--- config.mk ---
export PLATFORM = sky130hd
export DESIGN_NAME = wb_queue
export DESIGN_NICKNAME = d
export VERILOG_FILES = /design/src/rtl/cpu_pkg.sv /design/src/rtl/wb_fwd_match.sv /design/src/rtl/wb_queue.sv
export SDC_FILE = /design/constraint.sdc
export NUM_CORES = 1
export LEC_CHECK = 0
export BUFFER_PORTS_ARGS = -buffer_cell sky130_fd_sc_hd__buf_2
export CORE_UTILIZATION = 53
export DETAILED_ROUTE_END_ITERATION = 8
export PLACE_DENSITY = 0.79
export SLEW_MARGIN = 40
export SYNTH_ARGS = -nofsm -noshare
export SYNTH_HDL_FRONTEND = slang
export SYNTH_SLANG_ARGS = --single-unit
--- constraint.sdc ---
create_clock -name clk -period 5.5 [get_ports clk]
set_clock_uncertainty 0.05 [all_clocks]
set_input_delay 0.55 -clock clk [delete_from_list [all_inputs] [get_ports clk]]
set_output_delay 0.55 -clock clk [all_outputs]
set_load 0.05 [all_outputs]
--- src/rtl/cpu_pkg.sv ---
//==============================================================================
// Module : cpu_pkg
// Desc   : Shared CPU widths and the write-back queue entry type.
// Rev    : 1.0
//==============================================================================
`default_nettype none

package cpu_pkg;

    localparam int N_DEFAULT     = 32;
    localparam int NADDR_DEFAULT = 5;
    localparam int DEPTH_DEFAULT = 4;

    typedef struct packed {
        logic [NADDR_DEFAULT-1:0] addr;
        logic [N_DEFAULT-1:0]     data;
    } wb_entry_t;

endpackage

`default_nettype wire

--- src/rtl/wb_fwd_match.sv ---
//==============================================================================
// Module : wb_fwd_match
// Desc   : Finds the newest valid queue entry whose address matches a lookup.
// Rev    : 1.0
//==============================================================================
`default_nettype none

module wb_fwd_match
    import cpu_pkg::*;
#(
    parameter int n     = N_DEFAULT,
    parameter int naddr = NADDR_DEFAULT,
    parameter int DEPTH = DEPTH_DEFAULT
) (
    input  logic [DEPTH-1:0]         valid,
    input  logic [DEPTH*naddr-1:0]   addr_vec,
    input  logic [DEPTH*n-1:0]       data_vec,
    input  logic [$clog2(DEPTH)-1:0] oldest,
    input  logic [naddr-1:0]         lookup,
    output logic                     hit,
    output logic [n-1:0]             data
);

    // Walk oldest to newest so the last match written is the newest one.
    always_comb begin
        hit  = 1'b0;
        data = '0;
        for (int i = 0; i < DEPTH; i++) begin
            if (valid[(int'(oldest) + i) % DEPTH] && (lookup != '0) &&
                (addr_vec[((int'(oldest) + i) % DEPTH) * naddr +: naddr] == lookup)) begin
                hit  = 1'b1;
                data = data_vec[((int'(oldest) + i) % DEPTH) * n +: n];
            end
        end
    end

endmodule

`default_nettype wire

--- src/rtl/wb_queue.sv ---
//==============================================================================
// Module : wb_queue
// Desc   : Write-back FIFO in front of the register-file write port; optional
//          forwarding from queued entries when WB_QUEUE_BYPASS_EN is defined.
// Rev    : 1.0
//==============================================================================
`default_nettype none

module wb_queue
    import cpu_pkg::*;
#(
    parameter int n     = N_DEFAULT,
    parameter int naddr = NADDR_DEFAULT,
    parameter int DEPTH = DEPTH_DEFAULT
) (
    input  logic                   clk,
    input  logic                   reset,
    input  logic                   in_valid,
    output logic                   in_ready,
    input  logic [naddr-1:0]       in_addr,
    input  logic [n-1:0]           in_data,
    input  logic                   drain_en,
    output logic                   wrEn,
    output logic [naddr-1:0]       wd_addr,
    output logic [n-1:0]           wd,
    input  logic [naddr-1:0]       ra_addr,
    input  logic [naddr-1:0]       rb_addr,
    output logic                   fwd_a_hit,
    output logic                   fwd_b_hit,
    output logic [n-1:0]           fwd_a,
    output logic [n-1:0]           fwd_b,
    output logic [$clog2(DEPTH):0] count
);

    localparam int c_ptr_w = $clog2(DEPTH);
    localparam int c_cnt_w = c_ptr_w + 1;

    logic [c_ptr_w-1:0] r_head;
    logic [c_ptr_w-1:0] r_tail;
    logic [c_cnt_w-1:0] r_count;
    logic [DEPTH-1:0]   r_valid;
    logic [naddr-1:0]   r_mem_addr [DEPTH];
    logic [n-1:0]       r_mem_data [DEPTH];

    logic w_full;
    logic w_empty;
    logic w_push;
    logic w_pop;

    assign w_full   = (r_count == c_cnt_w'(DEPTH));
    assign w_empty  = (r_count == '0);
    assign in_ready = !w_full;
    // $zero writes are handshaken but never stored.
    assign w_push   = in_valid && in_ready && (in_addr != '0);
    assign w_pop    = drain_en && !w_empty;

    assign wrEn    = w_pop;
    assign wd_addr = w_empty ? '0 : r_mem_addr[r_head];
    assign wd      = w_empty ? '0 : r_mem_data[r_head];
    assign count   = r_count;

    always_ff @(posedge clk) begin
        if (reset) begin
            r_head  <= '0;
            r_tail  <= '0;
            r_count <= '0;
            r_valid <= '0;
        end else begin
            // Push and pop never share a slot: that needs empty-and-pop or full-and-push.
            if (w_push) begin
                r_valid[r_tail] <= 1'b1;
                r_tail          <= r_tail + c_ptr_w'(1);
            end
            if (w_pop) begin
                r_valid[r_head] <= 1'b0;
                r_head          <= r_head + c_ptr_w'(1);
            end
            r_count <= r_count + c_cnt_w'(w_push) - c_cnt_w'(w_pop);
        end
    end

    always_ff @(posedge clk) begin
        if (!reset && w_push) begin
            r_mem_addr[r_tail] <= in_addr;
            r_mem_data[r_tail] <= in_data;
        end
    end

`ifdef WB_QUEUE_BYPASS_EN
    logic [DEPTH*naddr-1:0] w_addr_vec;
    logic [DEPTH*n-1:0]     w_data_vec;

    for (genvar gi = 0; gi < DEPTH; gi++) begin : g_flat
        assign w_addr_vec[gi*naddr +: naddr] = r_mem_addr[gi];
        assign w_data_vec[gi*n +: n]         = r_mem_data[gi];
    end

    wb_fwd_match #(.n(n), .naddr(naddr), .DEPTH(DEPTH)) u_fwd_a (
        .valid    (r_valid),
        .addr_vec (w_addr_vec),
        .data_vec (w_data_vec),
        .oldest   (r_head),
        .lookup   (ra_addr),
        .hit      (fwd_a_hit),
        .data     (fwd_a)
    );

    wb_fwd_match #(.n(n), .naddr(naddr), .DEPTH(DEPTH)) u_fwd_b (
        .valid    (r_valid),
        .addr_vec (w_addr_vec),
        .data_vec (w_data_vec),
        .oldest   (r_head),
        .lookup   (rb_addr),
        .hit      (fwd_b_hit),
        .data     (fwd_b)
    );
`else
    logic w_unused_fwd;
    assign w_unused_fwd = ^{ra_addr, rb_addr, r_valid};

    assign fwd_a_hit = 1'b0;
    assign fwd_b_hit = 1'b0;
    assign fwd_a     = '0;
    assign fwd_b     = '0;
`endif

endmodule

`default_nettype wire

# After elaboration in Yosys (flattened, before gate mapping)
# Memories as Yosys holds them, arrays and structs flattened. A register that Yosys moved wholly into a read port is not among the register bits.
# Index checks and enable logic that the tools add are counted.
# word_totals
regBits	7
mem_bits_rw	148
input_bits	51
out_inout_bits	108
wordCells	27
memories	2
# mem_list
memory	depth	word_bits	rd	rd_ports_with_merged_regs	wr	line	source
r_mem_data	4	32	1	1	1	wb_queue.sv:43	logic [n-1:0] r_mem_data [DEPTH];
r_mem_addr	4	5	1	1	1	wb_queue.sv:42	logic [naddr-1:0] r_mem_addr [DEPTH];
# op_classes
add_sub_neg	4
n_eq_ne	1
n_mux	8
reduce_logical	9
# ops
op	n
$mux 32	1
$mux 2	4
$mux 5	1
$reduce_bool 5->1	1
$add 2x1->2 const B	2
$logic_and 1x1->1	4
$add 3x1->3	1
$eq 3x3->1 const B	1
$logic_not 1->1	3
$logic_not 3->1	1
$sub 3x1->3	1
$mux 1	2

# Longest topological paths before layout
# logic_depth
word_depth	7
ltp_mapped	10
ltp_nobuf	10

# Worst setup path before layout
# Ideal clock, no wire load.
# synth_path
kind	register -> register
start	register r_count[1] (netlist: count[1])
end	memory r_mem_addr[1][0] in the netlist's numbering (enable)
setup_ps	485
arrival_ps	4357
required_ps	4965
path_slack_ps	608
path_stages_with_launch	5
path_buffers	0
period_less_slack_ps	4892
path_cell_list	dfxtp_1 -> or3b_1 -> o211a_4 -> inv_1 -> nor3b_1
# synth_between
elab_chain_cells	7
# synth_rtl
item	line	source
start, declared	wb_queue.sv:40	logic [c_cnt_w-1:0] r_count;
start signal, assigned	wb_queue.sv:78	r_count <= r_count + c_cnt_w'(w_push) - c_cnt_w'(w_pop);
$eq 3x3->1	wb_queue.sv:50	assign w_full = (r_count == c_cnt_w'(DEPTH));
$logic_not 1->1	wb_queue.sv:52	assign in_ready = !w_full;
net in_ready	wb_queue.sv:19	output logic in_ready,
$logic_and 1x1->1 (2 in series)	wb_queue.sv:54	assign w_push = in_valid && in_ready && (in_addr != '0);
$logic_and 1x1->1	wb_queue.sv:83	if (!reset && w_push) begin
$mux 1	wb_queue.sv:83	
$mux 1 (not written as such)	wb_queue.sv:84	r_mem_addr[r_tail] <= in_addr;
end, declared	wb_queue.sv:42	
# The timed path passes the listed nets, and every way through them passes these cells.

==> summary.md <==
| Metric | Value |
|---|---|
| Period minus WS final | `2760 ps` |
| Final HPWL DP | `6080 um` |
| Kind of critical path | `reg -> out` |
| Hold-fix buffers, CTS | `0` |
| Slowest stage delay, CP | `540 ps` |
| Clock Latency Late Sink | `410 ps` |
| Die Area | `12,900 um^2` |
| Die extent in x | `113 um` |
| DRT Pass-1 Iters | `4` |
| Core area | `12,100 um^2` |
| Post-Syn Area | `6580 um^2` |
| Post-synthesis sequential area ratio | `0.703` |
| Maximum clock frequency | `0.362 GHz` |
| RePlAce Congestion | `0.669` |
| N_diodes | `0` |
| # clock sinks | `157` |
| Cell Chain, Critical Path | `buf_12, mux4_2, nor2b_1, buf_2` |
| Number of antenna violations at the first check in global routing | `1` |
| Cell depth of the worst flop-to-flop path | `10` |
| Root Driver | `clkbuf_16` |
| RSZ-0062 raised after global routing | `false` |
| Detailed Route Iter0 Violations | `112` |
| Setup TNS | `0 ps` |
| Vias in the first global route | `3,048` |
| Number of I/O pins | `159` |
| Final hold vios | `0` |
| Worst endpoint data arrival time | `2160 ps` |
| Crit-path max FO | `24` |
| Largest net degree at the start of global routing | `38` |
| Period utilization | `0.502` |
| Htree depth | `4` |
| Worst-path clk slew | `60 ps` |
| Overflow after GRT | `0` |
| Synthesized flop and latch total | `157` |
| Number of buffers created by CTS | `17` |
| DRC violations left | `0` |
| Critical Path RT | `4900 ps` |
| Fin nets | `505` |
| Pins Over Slew Limit | `0` |
| Min-delay src | `in_data[25]` |
| Routed Antenna Nets | `0` |
| RR Endpoint | `count[2]` |
| Yosys Warn Count | `0` |
| Pwr/cell area | `537 nW/um^2` |
| Routed WL | `10,300 um` |
| FILL cells | `854` |
| Mean Syn Cell Area | `18.8 um^2` |
| Crit path capture type | `output pin` |
| Crit-path slowest cell | `dfxtp_4` |
| Worst Hold Depth | `1` |
| Initial Util | `0.545` |
| Area Growth Syn to Fin | `15.0%` |
| Measured slew at the worst slew-check pin | `599 ps` |
| Final setup vio count | `0` |
| Maxcap violations | `0` |
| Final Total Pwr | `4.06 mW` |
| Buffers added on ports | `82` |
| Worst hold endpoint | `r_mem_data[0][25]` |
| Status | `finished clean` |
| Total number of vias | `3,084` |
| Worst slew margin | `0.601` |
| GRT Overall Usage | `0.175` |
| Ratio of cells with drive above 1 in the final layout | `0.370` |
| Reg2reg start | `count[2]` |
| Internal reg-to-reg setup slack | `2900 ps` |
| Hold Crit Class | `in -> reg` |
| Hold Slack | `302 ps` |
| # rows | `40` |
| Longest Clk Path Bufs | `2` |
| Leak Pwr | `2.73 nW` |
| Wirelength per Cell | `16.5 um` |
| Die height | `113 um` |
| Cells after Synth | `350` |
| Critical Path Start Type | `flop` |
| Post-CTS Setup Inserts | `0` |
| Global-route wire length before repair | `16,200 um` |
| CTS tree | `built` |
| Post_cts resized | `0` |
| Distinct cells, synth | `24` |
| VDD IR-drop max | `0.000447 V` |
| Mean number of vias per cell | `4.91` |
==> synthesized netlist by cell type, drive strengths merged <==
cell type    n  area share
or4          1      0.0017
nand2b       2      0.0019
o311ai       1      0.0013
fa           1      0.0030
xor2         2      0.0027
mux2i        1      0.0015
nor2         6      0.0034
dfxtp        9       0.027
nor3b        4      0.0046
ha           6       0.011
nor2b       39       0.037
o31ai        1      0.0011
mux2         1      0.0023
nor3         1      0.0015
o211a        1      0.0027
conb         1     0.00057
xnor2        2      0.0027
or3b         1      0.0013
clkbuf       5      0.0029
edfxtp     148        0.68
mux4        37        0.13
buf         73       0.082
inv          7      0.0040
==> cells by family (layout without fill, tap and decap cells) <==
kind of cell               Yosys count  after routing  synth area share
AOI/OAI and AO/OA                    3              3           0.00514
xor gates and xnor gates             4              4           0.00533
adders and majority gates            7              7            0.0145
buffers and inverters               85            130            0.0891
DFF                                157            157             0.703
muxes                               39             39             0.131
other                                1             66          0.000570
and+or+nand+nor                     54             54            0.0516
==> state kept, by name, summed over array words and instances (netlist names), named ones only <==
signal and count:
r_tail 2, r_mem_addr 20, count 3, r_head 2, r_mem_data 128
==> worst max-delay path: cells and delay by family, from the launching register on <==
family        cells  cell delay (ps)
flops             1              540
buf+inv           2              500
mux               1              530
simple gates      1              150
==> worst max path at each step <==
| stage | from | to | slack, ps | cells past startpoint |
|---|---|---|---|---|
| final | flop | wd_addr[3] | 2740 | 4 |
| after global routing | flop | wd[10] | 2570 | 4 |
| after CTS | flop | wd_addr[3] | 2540 | 3 |
| after detailed placement | in_addr[0] | count[2] | 2470 | 11 |
| after global placement | in_addr[0] | count[2] | 2530 | 11 |
| after floorplan | count[1] | r_mem_addr[1][0] | 610 | 4 |
==> per-layer routing <==
layer	vias up	wire (um)	part of all wire	track usage
met1	1554	4430	0.43	0.215
met5	-	16	0.0015	0
met4	2	94	0.0091	0.0553
met2	117	5180	0.50	0.289
li1	1398	-	-	-
met3	13	615	0.059	0.0648
==> through the flow <==
step | std cells | util | setup WS [ps] | area, um^2
2_1_floorplan | 415 | - | 608 | 6820
3_3_place_gp | 595 | 0.578 | 2530 | 6970
3_5_place_dp | 595 | 0.578 | 2470 | 6970
4_1_cts | 627 | 0.625 | 2540 | 7540
5_1_grt | 628 | 0.627 | 2570 | 7560
6_report | 628 | 0.627 | 2740 | 7560
==> where the power goes <==
part           internal (mW)  switching [mW]
sequential              1.40          0.0831
combinational          0.428            1.06
clock                  0.627           0.464
total                   2.45            1.61
==> final cells by class <==
class,count,area (um^2),share of cell area
clock inverter,15,136,0.0180
multi-input combinational,173,1640,0.217
sequential,157,4630,0.613
clock buffer,17,425,0.0563
tap,168,210,0.0278
inverter,7,26.3,0.00347
timing repair buffer,91,490,0.0649
==> layout by cell type, fill, tap and decap left out, drive strengths merged <==
master    count
or4           1
edfxtp      148
clkinv        5
xor2          2
buf          91
fa            1
conb         66
mux2i         1
clkinvlp      4
mux4         37
o311ai        1
dfxtp         9
mux2          1
o211a         1
xnor2         2
inv          12
nand2b        2
o31ai         1
nor3b         4
nor3          1
nor2          6
clkbuf       17
or3b          1
ha            6
nor2b        39
bufinv        1
Note: power is estimated with default switching activity, not from simulation.
